## config.mk

```make
export PLATFORM = sky130hd
export DESIGN_NAME = pe_array_feeder
export DESIGN_NICKNAME = d
export VERILOG_FILES = /design/src/rtl/pe_array_feeder.sv
export SDC_FILE = /design/constraint.sdc
export NUM_CORES = 1
export LEC_CHECK = 0
export ABC_AREA = 0
export CAP_MARGIN = 20
export CORE_ASPECT_RATIO = 0.5
export CORE_MARGIN = 5
export CORE_UTILIZATION = 25
export DETAILED_ROUTE_END_ITERATION = 8
export DONT_BUFFER_PORTS = 1
export SYNTH_ARGS = -nofsm -noshare
export SYNTH_HDL_FRONTEND = slang
export SYNTH_SLANG_ARGS = --single-unit
```

## constraint.sdc

```tcl
create_clock -name clk -period 1.9 [get_ports clk]
set_clock_uncertainty 0.05 [all_clocks]
set_input_delay 0.095 -clock clk [delete_from_list [all_inputs] [get_ports clk]]
set_output_delay 0.095 -clock clk [all_outputs]
set_load 0.01 [all_outputs]
```

## src/rtl/pe_array_feeder.sv

```systemverilog
// Operand feeder for an X-by-Y systolic PE array: accepts k-slices and skews them onto the array edges.
// Optional stall counter is enabled by defining FEEDER_STALL_CNT_EN.
module pe_array_feeder #(
   parameter int X      = 4,
   parameter int Y      = 4,
   parameter int L      = 4,
   parameter int RSA_DW = 16
) (
   input  logic                      clk,
   input  logic                      sys_rst,
   input  logic                      start,
   input  logic [$clog2(L+1)-1:0]    k_len,
   input  logic [1:0]                mode_in,
   input  logic                      op_val,
   output logic                      op_rdy,
   input  logic [X*RSA_DW-1:0]       op_A,
   input  logic [Y*RSA_DW-1:0]       op_B,
   output logic [1:0]                PE_mode,
   output logic [X*RSA_DW-1:0]       A_data,
   output logic [Y*RSA_DW-1:0]       B_data,
   output logic [Y-1:0]              new_cal_en,
   output logic [Y-1:0]              new_cal_done,
   output logic                      busy,
   output logic                      done,
   output logic [15:0]               stall_cnt
);

   localparam int KW = $clog2(L+1);
   localparam int M  = (X > Y) ? X : Y;
   localparam int DW = $clog2(M+1);

   localparam logic [1:0] S_IDLE  = 2'd0;
   localparam logic [1:0] S_LOAD  = 2'd1;
   localparam logic [1:0] S_DRAIN = 2'd2;

   logic [1:0]    state;
   logic [KW-1:0] k_len_q;
   logic [KW-1:0] beat_cnt;
   logic [DW-1:0] drain_cnt;
   logic          k_len_ok;
   logic          job_start;
   logic          xfer;
   logic          last_beat;

   assign k_len_ok  = (k_len != '0) && (k_len <= KW'(L));
   assign job_start = (state == S_IDLE) && start && k_len_ok;
   assign op_rdy    = (state == S_LOAD);
   assign busy      = (state != S_IDLE);
   assign xfer      = op_rdy && op_val;
   assign last_beat = xfer && (beat_cnt == k_len_q - KW'(1));

   // DRAIN lasts until the deepest lane has emptied; done fires in its final cycle
   always_ff @(posedge clk or negedge sys_rst) begin
      if (!sys_rst) begin
         state     <= S_IDLE;
         k_len_q   <= '0;
         beat_cnt  <= '0;
         drain_cnt <= '0;
         PE_mode   <= 2'b00;
         done      <= 1'b0;
      end else begin
         done <= 1'b0;
         case (state)
            S_IDLE: begin
               if (job_start) begin
                  k_len_q  <= k_len;
                  PE_mode  <= mode_in;
                  beat_cnt <= '0;
                  state    <= S_LOAD;
               end else if (start) begin
                  done <= 1'b1;
               end
            end
            S_LOAD: begin
               if (xfer) begin
                  if (last_beat) begin
                     state     <= S_DRAIN;
                     drain_cnt <= '0;
                  end else begin
                     beat_cnt <= beat_cnt + KW'(1);
                  end
               end
            end
            S_DRAIN: begin
               if (drain_cnt == DW'(M-1)) done <= 1'b1;
               if (drain_cnt == DW'(M)) state <= S_IDLE;
               else                     drain_cnt <= drain_cnt + DW'(1);
            end
            default: state <= S_IDLE;
         endcase
      end
   end

   // Row i is delayed by i+1 registers; non-transfer cycles push zero bubbles
   for (genvar i = 0; i < X; i++) begin : g_row
      logic [RSA_DW-1:0] a_sr [0:i];
      always_ff @(posedge clk or negedge sys_rst) begin
         if (!sys_rst) begin
            for (int s = 0; s <= i; s++) a_sr[s] <= '0;
         end else begin
            a_sr[0] <= xfer ? op_A[i*RSA_DW +: RSA_DW] : '0;
            for (int s = 1; s <= i; s++) a_sr[s] <= a_sr[s-1];
         end
      end
      assign A_data[i*RSA_DW +: RSA_DW] = a_sr[i];
   end

   for (genvar j = 0; j < Y; j++) begin : g_col
      logic [RSA_DW-1:0] b_sr  [0:j];
      logic              en_sr [0:j];
      logic              dn_sr [0:j];
      always_ff @(posedge clk or negedge sys_rst) begin
         if (!sys_rst) begin
            for (int s = 0; s <= j; s++) begin
               b_sr[s]  <= '0;
               en_sr[s] <= 1'b0;
               dn_sr[s] <= 1'b0;
            end
         end else begin
            b_sr[0]  <= xfer ? op_B[j*RSA_DW +: RSA_DW] : '0;
            en_sr[0] <= xfer;
            dn_sr[0] <= last_beat;
            for (int s = 1; s <= j; s++) begin
               b_sr[s]  <= b_sr[s-1];
               en_sr[s] <= en_sr[s-1];
               dn_sr[s] <= dn_sr[s-1];
            end
         end
      end
      assign B_data[j*RSA_DW +: RSA_DW] = b_sr[j];
      assign new_cal_en[j]              = en_sr[j];
      assign new_cal_done[j]            = dn_sr[j];
   end

`ifdef FEEDER_STALL_CNT_EN
   logic [15:0] stall_q;

   // Counts LOAD cycles starved of operands for the current job, saturating
   always_ff @(posedge clk or negedge sys_rst) begin
      if (!sys_rst) begin
         stall_q <= '0;
      end else if (job_start) begin
         stall_q <= '0;
      end else if ((state == S_LOAD) && !op_val && (stall_q != 16'hFFFF)) begin
         stall_q <= stall_q + 16'd1;
      end
   end
   assign stall_cnt = stall_q;
`else
   assign stall_cnt = '0;
`endif

endmodule

```

### Word-level counts from Yosys, hierarchy flattened

Index checks and enable logic that the tools add are counted.

* reductions and logical operators: 14
* muxes and demuxes: 25
* magnitude comparators: 1
* equal/unequal tests: 11
* add/subtract/negate cells: 3

Operators with widths (count)
* $mux W16: 8
* $mux W3: 6
* $pmux W3 S2: 2
* $reduce_and A4 Y1: 3
* $mux W2: 4
* $ne A2 B2 Y1 const B: 4
* $add A3 B1 Y3 const B: 2
* $pmux W2 S3: 1
* $reduce_bool A2 Y1: 3
* $logic_and A1 B1 Y1: 5
* $ne A2 B1 Y1 const B: 2
* $eq A3 B2 Y1 const B: 1
* $eq A3 B3 Y1: 1
* $eq A3 B3 Y1 const B: 1
* $le A3 B3 Y1 const B: 1
* $mux W1: 3
* $reduce_bool A3 Y1: 1
* $sub A3 B1 Y3 const B: 1
* $eq A2 B1 Y1 const B: 1
* $eq A2 B2 Y1 const B: 1
* $logic_not A2 Y1: 1
* $pmux W1 S2: 1
* $reduce_and A2 Y1: 1

* output and inout bits: 157
* bits of input ports: 137
* bits in registers: 342

### Longest topological paths before layout

Gate-level depths: netlist of run 1.

* depth in word-level cells: 6
* mapped depth: 6
* gate-level depth less buffers: 6

### Worst setup path before layout of run 1

Ideal clock, no wire load.

* path kind: reg-to-reg
* start point: register k_len_q[0]
* end point: register beat_cnt[2]
* arrival time: 1.392 ns
* period minus slack after synthesis: 1.528 ns
* required time: 1.763 ns
* cell stages (with the launch flop): 7
* buffers on the path: 0
* setup slack: 0.372 ns
* cell sequence: dfrtp_1 inv_1 ha_1 xor2_1 a31oi_2 a41o_2 o211ai_1

* longest elaborated chain between the ends: 5

RTL lines
* from (decl): RTL line 37 `logic [KW-1:0] k_len_q;`
* from (signal assigned): RTL line 66 `k_len_q <= k_len;`
* $sub A3 B1 Y3: RTL line 50 `assign last_beat = xfer && (beat_cnt == k_len_q - KW'(1));`
* $eq A3 B3 Y1: RTL line 50
* $logic_and A1 B1 Y1: RTL line 50
* $ne A2 B2 Y1 (no source line)
* $reduce_and A4 Y1 (no source line)
* to (signal assigned): RTL line 80 `beat_cnt <= beat_cnt + KW'(1);`
* to (decl): RTL line 38 `logic [KW-1:0] beat_cnt;`

Every way passes these cells.
A chain may end at the register's enable or synchronous reset.

### Worst setup path in the final report of run 1

* start point: register k_len_q[0]
* end point: register beat_cnt[1]

The elaborated chain is that of the path after synthesis.

==> flow_summary.toml, run 1 <==
[status]
status = "finished with violations"
violations = "negative hold slack"

[final_layout]
diodes = 0
final_cells = 1318
final_layout_size_suffix_gt1_frac = 0.0850
nets = 858
final_core_util = 0.311
area_growth_syn_to_layout_pct = 22.6

[timing]
fin_setup_tns_ns = 0
slew_violations = 0
hold_viol_final = 342
timing.final.crit_share = 0.889
setup_violations = 0
layout_setup_ws_ns = 0.211
fin_hold_ws_ns = -0.740
slew_headroom = 0.665
fin_crit_ns = 1.69
fmax_mhz = 592
rsz0062_at_grt = "false"
worst_pin_slew_ns = 0.502

[setup_path]
cp.arrival_ns = 2.04
reg2reg_slack_ns = 0.21
cp-start-kind = "register"
reg2reg_depth = 6
crit_type = "register to register"
crit_fanout = 4
rr_endpoint = "beat_cnt[1]"
crit_required_ns = 2.25
critPathMaxStageDelay_ns = 0.37
slowest_stage = "dfrtp_1"
end_kind = "register"
r2r_start = "k_len_q[0]"
worstPathCellList = "inv_1, ha_1, xor2_1, a31oi_2, a41o_2, o21ai_0"

[logic_synthesis]
yosys-top-cells-count = "dfrtp_1 (342), and2_1 (128), buf_4 (115)"
synth_area_per_cell_um2 = 16.3
syn_area_um2 = 10700
synthArstFlopShare = 1.00
ys_ff_latch = 342
yosysSeqAreaShare = 0.801
synthCells = 657
synth.most_common_cell = "dfrtp_1"
synth_top_area_share = 0.801
yosysUniqueCellTypes = 28
synth_edf_count = 0
synthTopCellsByArea = "dfrtp_1 (80%), buf_4 (8.1%), and2_1 (7.5%), ha_1 (0.59%), mux2_2 (0.53%)"
synth_ff_type = "dfrtp_1"
synth_top_cell_by_area = "dfrtp_1"
yosysWarnings = 0

[routing]
drt-pass1-iter-count = 4
vias_per_cell = 3.51
avgRoutedWirePerCell_um = 15.7
vias = 4624
drt_wl_total_mm = 20.7
drtIter0Drc = 416
route.detailed.drc = 0
drtAntennaViolNets = 0

[run]
max_cap_viol_count = 0

[global_routing]
grt_pass1_vias = 5354
antenna_found_initial = 0
grt_overflow = 0
grt_pass1_wl_mm = 31.7
grt_max_degree = 343
track_usage = 0.0856

[cts]
ctsResizeCount = 0
clock-sinks = 342
postCtsSetupRepairBufs = 0
cts_buffer_depth = 3
clk_latency_ns = 0.49
cts_hold_buf = 135
htreeDepth = 2
cts_made_buffers = 34
clock-root-buffer = "clkbuf_16"
clk_pin_slew_ns = 0.06
cts_tree = "done"

[pwr]
power_density_nw_per_um2 = 1420
vdd_drop_max_v = 0.000537
p_leak_nw = 6.32

[hold_path]
worst_hold_path_type = "input pin to asynchronous set/reset pin"

[floorplanning]
die_y_um = 156
row_count = 53
start_util = 0.254
io_pins = 294
die_area_um2 = 47200
die_w_um = 302
core-area_um2 = 42100

[place]
dp_slack_ns = 0.195
place_hpwl_mm = 13.1
dp_cells = 1122
gp_congestion = 0.754
port_buffers = 0
-- registers in the layout, indices dropped and copies added, names as in the netlist, 3 cells and up --
register	count
A_data	48
B_data	48
beat_cnt	3
drain_cnt	3
g_col.b_sr	112
g_col.dn_sr	3
g_col.en_sr	3
g_row.a_sr	112
k_len_q	3
-- critical path: cells and delay by family, from the launching register on --
| family | cells | cell delay [ns] |
|---|---|---|
| AOI/OAI and AO/OA | 3 | 0.61 |
| buffers and inverters | 1 | 0.06 |
| xor gates and xnor gates | 1 | 0.21 |
| DFF | 1 | 0.37 |
| adders and majority gates | 1 | 0.30 |
-- worst max path at each step --
stage | start | endpoint | cells past startpoint
after detailed placement | k_len_q[0] | beat_cnt[1] | 6
after floorplan | k_len_q[0] | beat_cnt[2] | 6
final | k_len_q[0] | beat_cnt[1] | 6
after CTS | k_len_q[0] | beat_cnt[1] | 6
after global placement | k_len_q[0] | beat_cnt[0] | 6
after global routing | k_len_q[0] | drain_cnt[0] | 6
-- cells by family (layout without fill, tap and decap cells) --
logic type,after synthesis,in the layout,share of synthesized area
compound gates,15,15,0.0101
xor+xnor,3,3,0.00375
fa+ha+maj,5,5,0.00586
buf+inv,140,209,0.0898
flops,342,342,0.801
mux,5,5,0.00527
other cells,1,16,0.000351
simple gates,146,146,0.0837
-- metrics by stage --
stage / power (mW) / area, um^2
2_1_floorplan: 11.6 / 10700
3_3_place_gp: 11.5 / 10600
3_5_place_dp: 11.6 / 10600
4_1_cts: 18.8 / 13100
5_1_grt: 19.4 / 13100
6_report: 18.5 / 13100
-- cells in the final DEF, fill, tap and decap left out --
cell type      synthesis  layout
a211o_1                1       1
a21oi_1                4       4
a31oi_1                1       1
a31oi_2                1       1
a32oi_1                1       1
a41o_2                 1       1
and2_1               128     128
and2b_2                1       1
and3b_2                0       1
buf_12                 0       1
buf_4                115       1
bufinv_16              0       4
clkbuf_1              12       9
clkbuf_16              0      37
clkbuf_8               0       3
clkinv_2               0       5
clkinv_4               0       1
clkinvlp_4             0       1
conb_1                 1      16
dfrtp_1              342     342
dlygate4sd3_1          0     135
ha_1                   5       5
inv_1                 11      11
inv_6                  0       1
mux2_2                 5       5
nand2_1                5       5
nand2b_1               1       1
nand3_1                3       3
nand4_1                3       3
nor2_1                 3       3
o211ai_1               1       1
o21ai_0                3       3
o41ai_1                2       2
or3_1                  1       1
xnor3_1                1       1
xor2_1                 2       2
-- power by group --
part | leakage, nW | total (mW) | internal (mW) | switching (mW)
Combinational | 1.19 | 1.59 | 0.787 | 0.808
Sequential | 4.55 | 10.1 | 8.94 | 1.15
Clock | 0.573 | 6.86 | 4.23 | 2.64
Total | 6.32 | 18.5 | 14.0 | 4.59
-- layer usage --
layer | wire [um] | vias to the layer above | track usage
met1 | 6670 | 2484 | 0.0862
met5 | 0 | - | 0
li1 | - | 2016 | -
met2 | 12900 | 88 | 0.176
met4 | 497 | 0 | 0.0310
met3 | 582 | 36 | 0.0147
-- final cells by class --
type | instances | area, um^2
repair buffers | 137 | 1380
clock inverters | 12 | 170
flip-flops and latches | 342 | 8560
clock buffers | 49 | 1000
multi-input cells | 190 | 1220
inverters | 11 | 41.3
fillers | 4009 | 29000
well taps | 577 | 722
Power figures use the tool's default switching activity.
==> run 2, diff against run 1 <==
Clock period 1.9 ns to 1.4 ns, I/O delays scaled along.
==> run 2 against run 1 <==
  * The run ends with negative hold slack, negative setup slack left
  * Combinational power rose by 120%
  * Critical path depth did not move
  * Critical endpoint is now beat_cnt[0]
  * Setup slack got worse by 0.42 ns
  * Wire length rose by 14%
==> flow_summary.toml, run 2 (same netlist as run 1, synthesis figures left out) <==
[setup_path]
rr_endpoint = "beat_cnt[0]"
crit_required_ns = 1.76
crit_fanout = 3
reg2reg_slack_ns = -0.20
r2r_start = "k_len_q[0]"
crit_type = "register to register"
reg2reg_depth = 6
end_kind = "register"
cp-start-kind = "register"
cp.arrival_ns = 1.97

[global_routing]
busiest_layer = "met2"
grt_pass1_wl_mm = 33.0
grt_use_met3 = 0.0143
met1_usage = 0.0885
grt_pass1_vias = 5541
grt_overflow = 0
antenna_found_initial = 2
track_usage = 0.0908
grt_max_degree = 343
use_met2 = 0.184

[place]
place_area_um2 = 10600
dp_slack_ns = -0.283
gp_congestion = 0.784
place_hpwl_mm = 13.9
port_buffers = 0

[cts]
cts_made_buffers = 34
cts_hold_buf = 134
cts_buffer_depth = 3
clock-root-buffer = "clkbuf_16"
cts_tree = "done"
clock-sinks = 342
htreeDepth = 2
clk_pin_slew_ns = 0.06
clk_latency_ns = 0.50

[floorplanning]
die_y_um = 156
die_area_um2 = 47200
core-area_um2 = 42100
die_w_um = 302
start_util = 0.254
row_count = 53
io_pins = 294

[timing]
fin_hold_ws_ns = -0.782
fin_crit_ns = 1.60
fmax_mhz = 623
timing.final.crit_share = 1.15
layout_setup_ws_ns = -0.205
rsz0062_at_grt = "true"
setup_violations = 10
slew_violations = 0
hold_viol_final = 342

[status]
status = "finished with violations"
violations = "negative hold slack, negative setup slack"

[final_layout]
area_growth_syn_to_layout_pct = 25.0
final_cell_mix = "dfrtp_1 (342), dlygate4sd3_1 (134), and2_1 (122)"
nets = 878
final_layout_size_suffix_gt1_frac = 0.136
final_area_um2 = 13400
final_common_cell = "dfrtp_1"
fill_cells = 4019
final_core_util = 0.317
reg_top3 = "g_col.b_sr x112, g_row.a_sr x112"

[routing]
drt-pass1-iter-count = 4
vias_per_cell = 3.64
avgRoutedWirePerCell_um = 17.6
drt_wl_total_mm = 23.5
drtAntennaViolNets = 0
route.detailed.drc = 0
drtIter0Drc = 346
vias = 4861

[hold_path]
worst_hold_path_type = "input pin to asynchronous set/reset pin"

[pwr]
power_density_nw_per_um2 = 1940
vdd_drop_max_v = 0.000720
total_power_mw = 25.9
p_leak_nw = 6.43

[run]
max_cap_viol_count = 0
## run 2: changes by cell type in the layout (fill, tap and decap cells not counted), sizes merged
| cell | delta |
|---|---|
| buf | +18 |
| bufinv | -3 |
| diode | +2 |
| inv | +2 |
| clkinv | +1 |
| dlygate4sd3 | -1 |
## run 2: worst max-delay path by stage
stage / from / to / slack [ns] / cells past startpoint
detailed placement: k_len_q[1] / beat_cnt[0] / -0.28 / 6
global route: k_len_q[1] / beat_cnt[2] / -0.26 / 6
global placement: k_len_q[0] / beat_cnt[0] / -0.14 / 6
floorplan: k_len_q[0] / beat_cnt[2] / -0.12 / 6
finish: k_len_q[0] / beat_cnt[0] / -0.20 / 6
CTS: k_len_q[0] / beat_cnt[2] / -0.20 / 6
## run 2: critical path: stages (launching register included)
cell	delay (ns)
dfrtp_1	0.36
inv_2	0.05
ha_4	0.29
xor2_4	0.18
a31oi_4	0.11
a41o_2	0.28
a31oi_2	0.20
## run 2: final cells by class
type	instances	area, um^2	area share
multi-input cells	190	1310	0.0982
inverters	11	43.8	0.00328
flip-flops and latches	342	8560	0.641
diodes	2	5.00	0.000375
well taps	577	722	0.0540
clock buffers	46	967	0.0724
clock inverters	12	118	0.00880
repair buffers	157	1630	0.122
## run 2: metal layers
metal	part of all wire	up-vias
met1	0.33	2633
met2	0.60	102
li1	-	2062
met4	0.043	0
met5	0	-
met3	0.027	64
## run 2: what timing repair did
item | 4_1_cts | 5_1_grt
gates resized for setup | 11 | 24
setup buffers | 3 | 3
cloned | 0 | 6
endpoints found under the setup margin | 20 | 127
pin swaps | 5 | 7
hold endpoints to repair | 480 | 342
## run 2: per-stage QoR
step           std cells  setup TNS, ns
2_1_floorplan        672         -0.352
3_3_place_gp        1131         -0.735
3_5_place_dp        1131          -1.50
4_1_cts             1326          -1.21
5_1_grt             1337          -2.30
6_report            1337          -1.30
## run 2: power by group
part / internal (mW) / leakage [nW] / switching, mW
Clock: 5.08 / 0.535 / 3.68
Combinational: 1.79 / 1.34 / 1.66
Sequential: 12.1 / 4.55 / 1.57
==> run 3, diff against run 2 <==
Settings changed: CORE_UTILIZATION 25 to 35.
==> run 3 against run 2 <==
  * The flow still finishes with violations (negative hold slack, negative setup slack)
  * Clock power down 3.2%
  * Setup slack worse by 0.048 ns
  * Sequential share of layout area down 0.54 points
  * Largest cell class unchanged
  * Design area is 0.84% higher
  * Die area shrank 27%
  * Core utilization grew 13 points
  * Sequential cell count unchanged
  * Power is 2.7% higher
  * Critical path type unchanged
  * Sequential power is essentially flat
  * Count of clock-buffer cells in the layout shrank 2
  * Highest routed layer unchanged
  * Combinational power is 30% higher
==> flow_summary.toml, run 3 (same netlist as run 1, synthesis figures left out) <==
[status]
status = "finished with violations"
violations = "negative hold slack, negative setup slack"

[cts]
cts_made_buffers = 31
clk_latency_ns = 0.55
clock-sinks = 342
clk_pin_slew_ns = 0.07
clock-root-buffer = "clkbuf_16"
cts_hold_buf = 135
htreeDepth = 1
cts_tree = "done"
cts_buffer_depth = 3

[run]
max_cap_viol_count = 0

[setup_path]
crit_type = "register to register"
path_depth = 6
r2r_start = "k_len_q[0]"
critPathMaxStageDelay_ns = 0.37
reg2reg_depth = 6
cp-start-kind = "register"
cp.arrival_ns = 2.06
rr_endpoint = "beat_cnt[2]"
slowest_stage = "dfrtp_1"
worstPathCellList = "inv_2, ha_4, xor2_4, a31oi_4, a41o_2, o211ai_1"
crit_fanout = 3
end_kind = "register"
crit_family = "compound AO/OA/AOI/OAI gates"
reg2reg_slack_ns = -0.25
critPathBufInv = 1
crit_required_ns = 1.81

[place]
place_area_um2 = 10400
dp_cells = 951
place_hpwl_mm = 12.7
port_buffers = 0
gp_congestion = 0.777

[timing]
fin_hold_ws_ns = -0.838
worst_pin_slew_ns = 0.793
fin_crit_ns = 1.65
rsz0062_at_grt = "true"
slew_violations = 0
slew_headroom = 0.471
layout_setup_ws_ns = -0.253
hold_viol_final = 342
fmax_mhz = 605
timing.final.crit_share = 1.18
setup_violations = 82

[global_routing]
grt_pass1_vias = 5498
grt_pass1_wl_mm = 32.4
grt_overflow = 0
grt_max_degree = 343
antenna_found_initial = 1
track_usage = 0.120

[final_layout]
reg_top3 = "g_col.b_sr x112, g_row.a_sr x112"
nets = 885
final_common_cell = "dfrtp_1"
multiInputGateArea_um2 = 1510
regArea_um2 = 8560
area_growth_syn_to_layout_pct = 26.1
final_area_um2 = 13500
final_cells = 1167
final_layout_size_suffix_gt1_frac = 0.241
fill_cells = 2585
final_cell_mix = "dfrtp_1 (342), dlygate4sd3_1 (135), and2_4 (86)"

[floorplanning]
die_w_um = 257
core-area_um2 = 30200
io_pins = 294
die_area_um2 = 34300
row_count = 45
start_util = 0.354
die_y_um = 134

[routing]
route.detailed.drc = 0
drtIter0Drc = 379
vias_per_cell = 4.14
drt_wl_total_mm = 23.0
avgRoutedWirePerCell_um = 19.7
drtAntennaViolNets = 0
vias = 4837
drt-pass1-iter-count = 4

[pwr]
power_density_nw_per_um2 = 1970
p_leak_nw = 6.60
vdd_drop_max_v = 0.000890

[hold_path]
worst_hold_path_type = "input pin to asynchronous set/reset pin"
## run 3: cell count changes in the layout (fill, tap and decap cells not counted), sizes merged
cell,previous run,this run
dlygate4sd3,134,135
clkinv,7,2
diode,2,1
clkbuf,49,51
inv,14,15
bufinv,1,3
buf,20,25
clkinvlp,1,4
## run 3: worst max-delay path by stage
stage	from	endpoint
6_report	k_len_q[0]	beat_cnt[2]
5_1_grt	k_len_q[1]	beat_cnt[2]
4_1_cts	k_len_q[1]	beat_cnt[2]
3_5_place_dp	k_len_q[1]	beat_cnt[2]
3_3_place_gp	k_len_q[1]	beat_cnt[2]
2_1_floorplan	k_len_q[0]	beat_cnt[2]
## run 3: final cells by class
class                           count  area share
Antenna cell                        1    0.000186
Clock buffer                       44      0.0634
Clock inverter                     13      0.0124
Inverter                           11     0.00307
Multi-Input combinational cell    190       0.112
Sequential cell                   342       0.635
Tap cell                          399      0.0371
Timing Repair Buffer              167       0.136
## run 3: what timing repair did
item / CTS / global route
endpoints found under the hold margin: 482 / 342
endpoints found under the setup margin: 11 / 56
gates cloned: 0 / 11
pin swaps: 6 / 78
setup buffers: 8 / 4
gates resized for setup: 11 / 106
## run 3: through the flow
stage	utilization	power, mW	setup WS [ns]	setup TNS (ns)
finish	0.446	26.6	-0.253	-4.37
global route	0.446	27.8	-0.290	-7.82
CTS	0.427	25.2	-0.201	-1.34
detailed placement	0.345	16.0	-0.292	-1.78
global placement	0.345	15.7	-0.149	-0.753
floorplan	-	15.7	-0.120	-0.352
## run 3: metal layers
metal  global-route usage  vias up  part of all wire
met1                0.131     2601              0.37
met2                0.229      105              0.56
met3               0.0294       49             0.038
met5                    0        -                 0
met4               0.0420        0             0.032
li1                     -     2082                 -
## run 3: power by group
part | internal (mW) | total [mW] | switching [mW] | leakage, nW
registers | 12.1 | 13.6 | 1.52 | 4.55
logic | 2.58 | 4.46 | 1.89 | 1.56
clock network | 4.84 | 8.48 | 3.64 | 0.486
total | 19.5 | 26.6 | 7.04 | 6.60
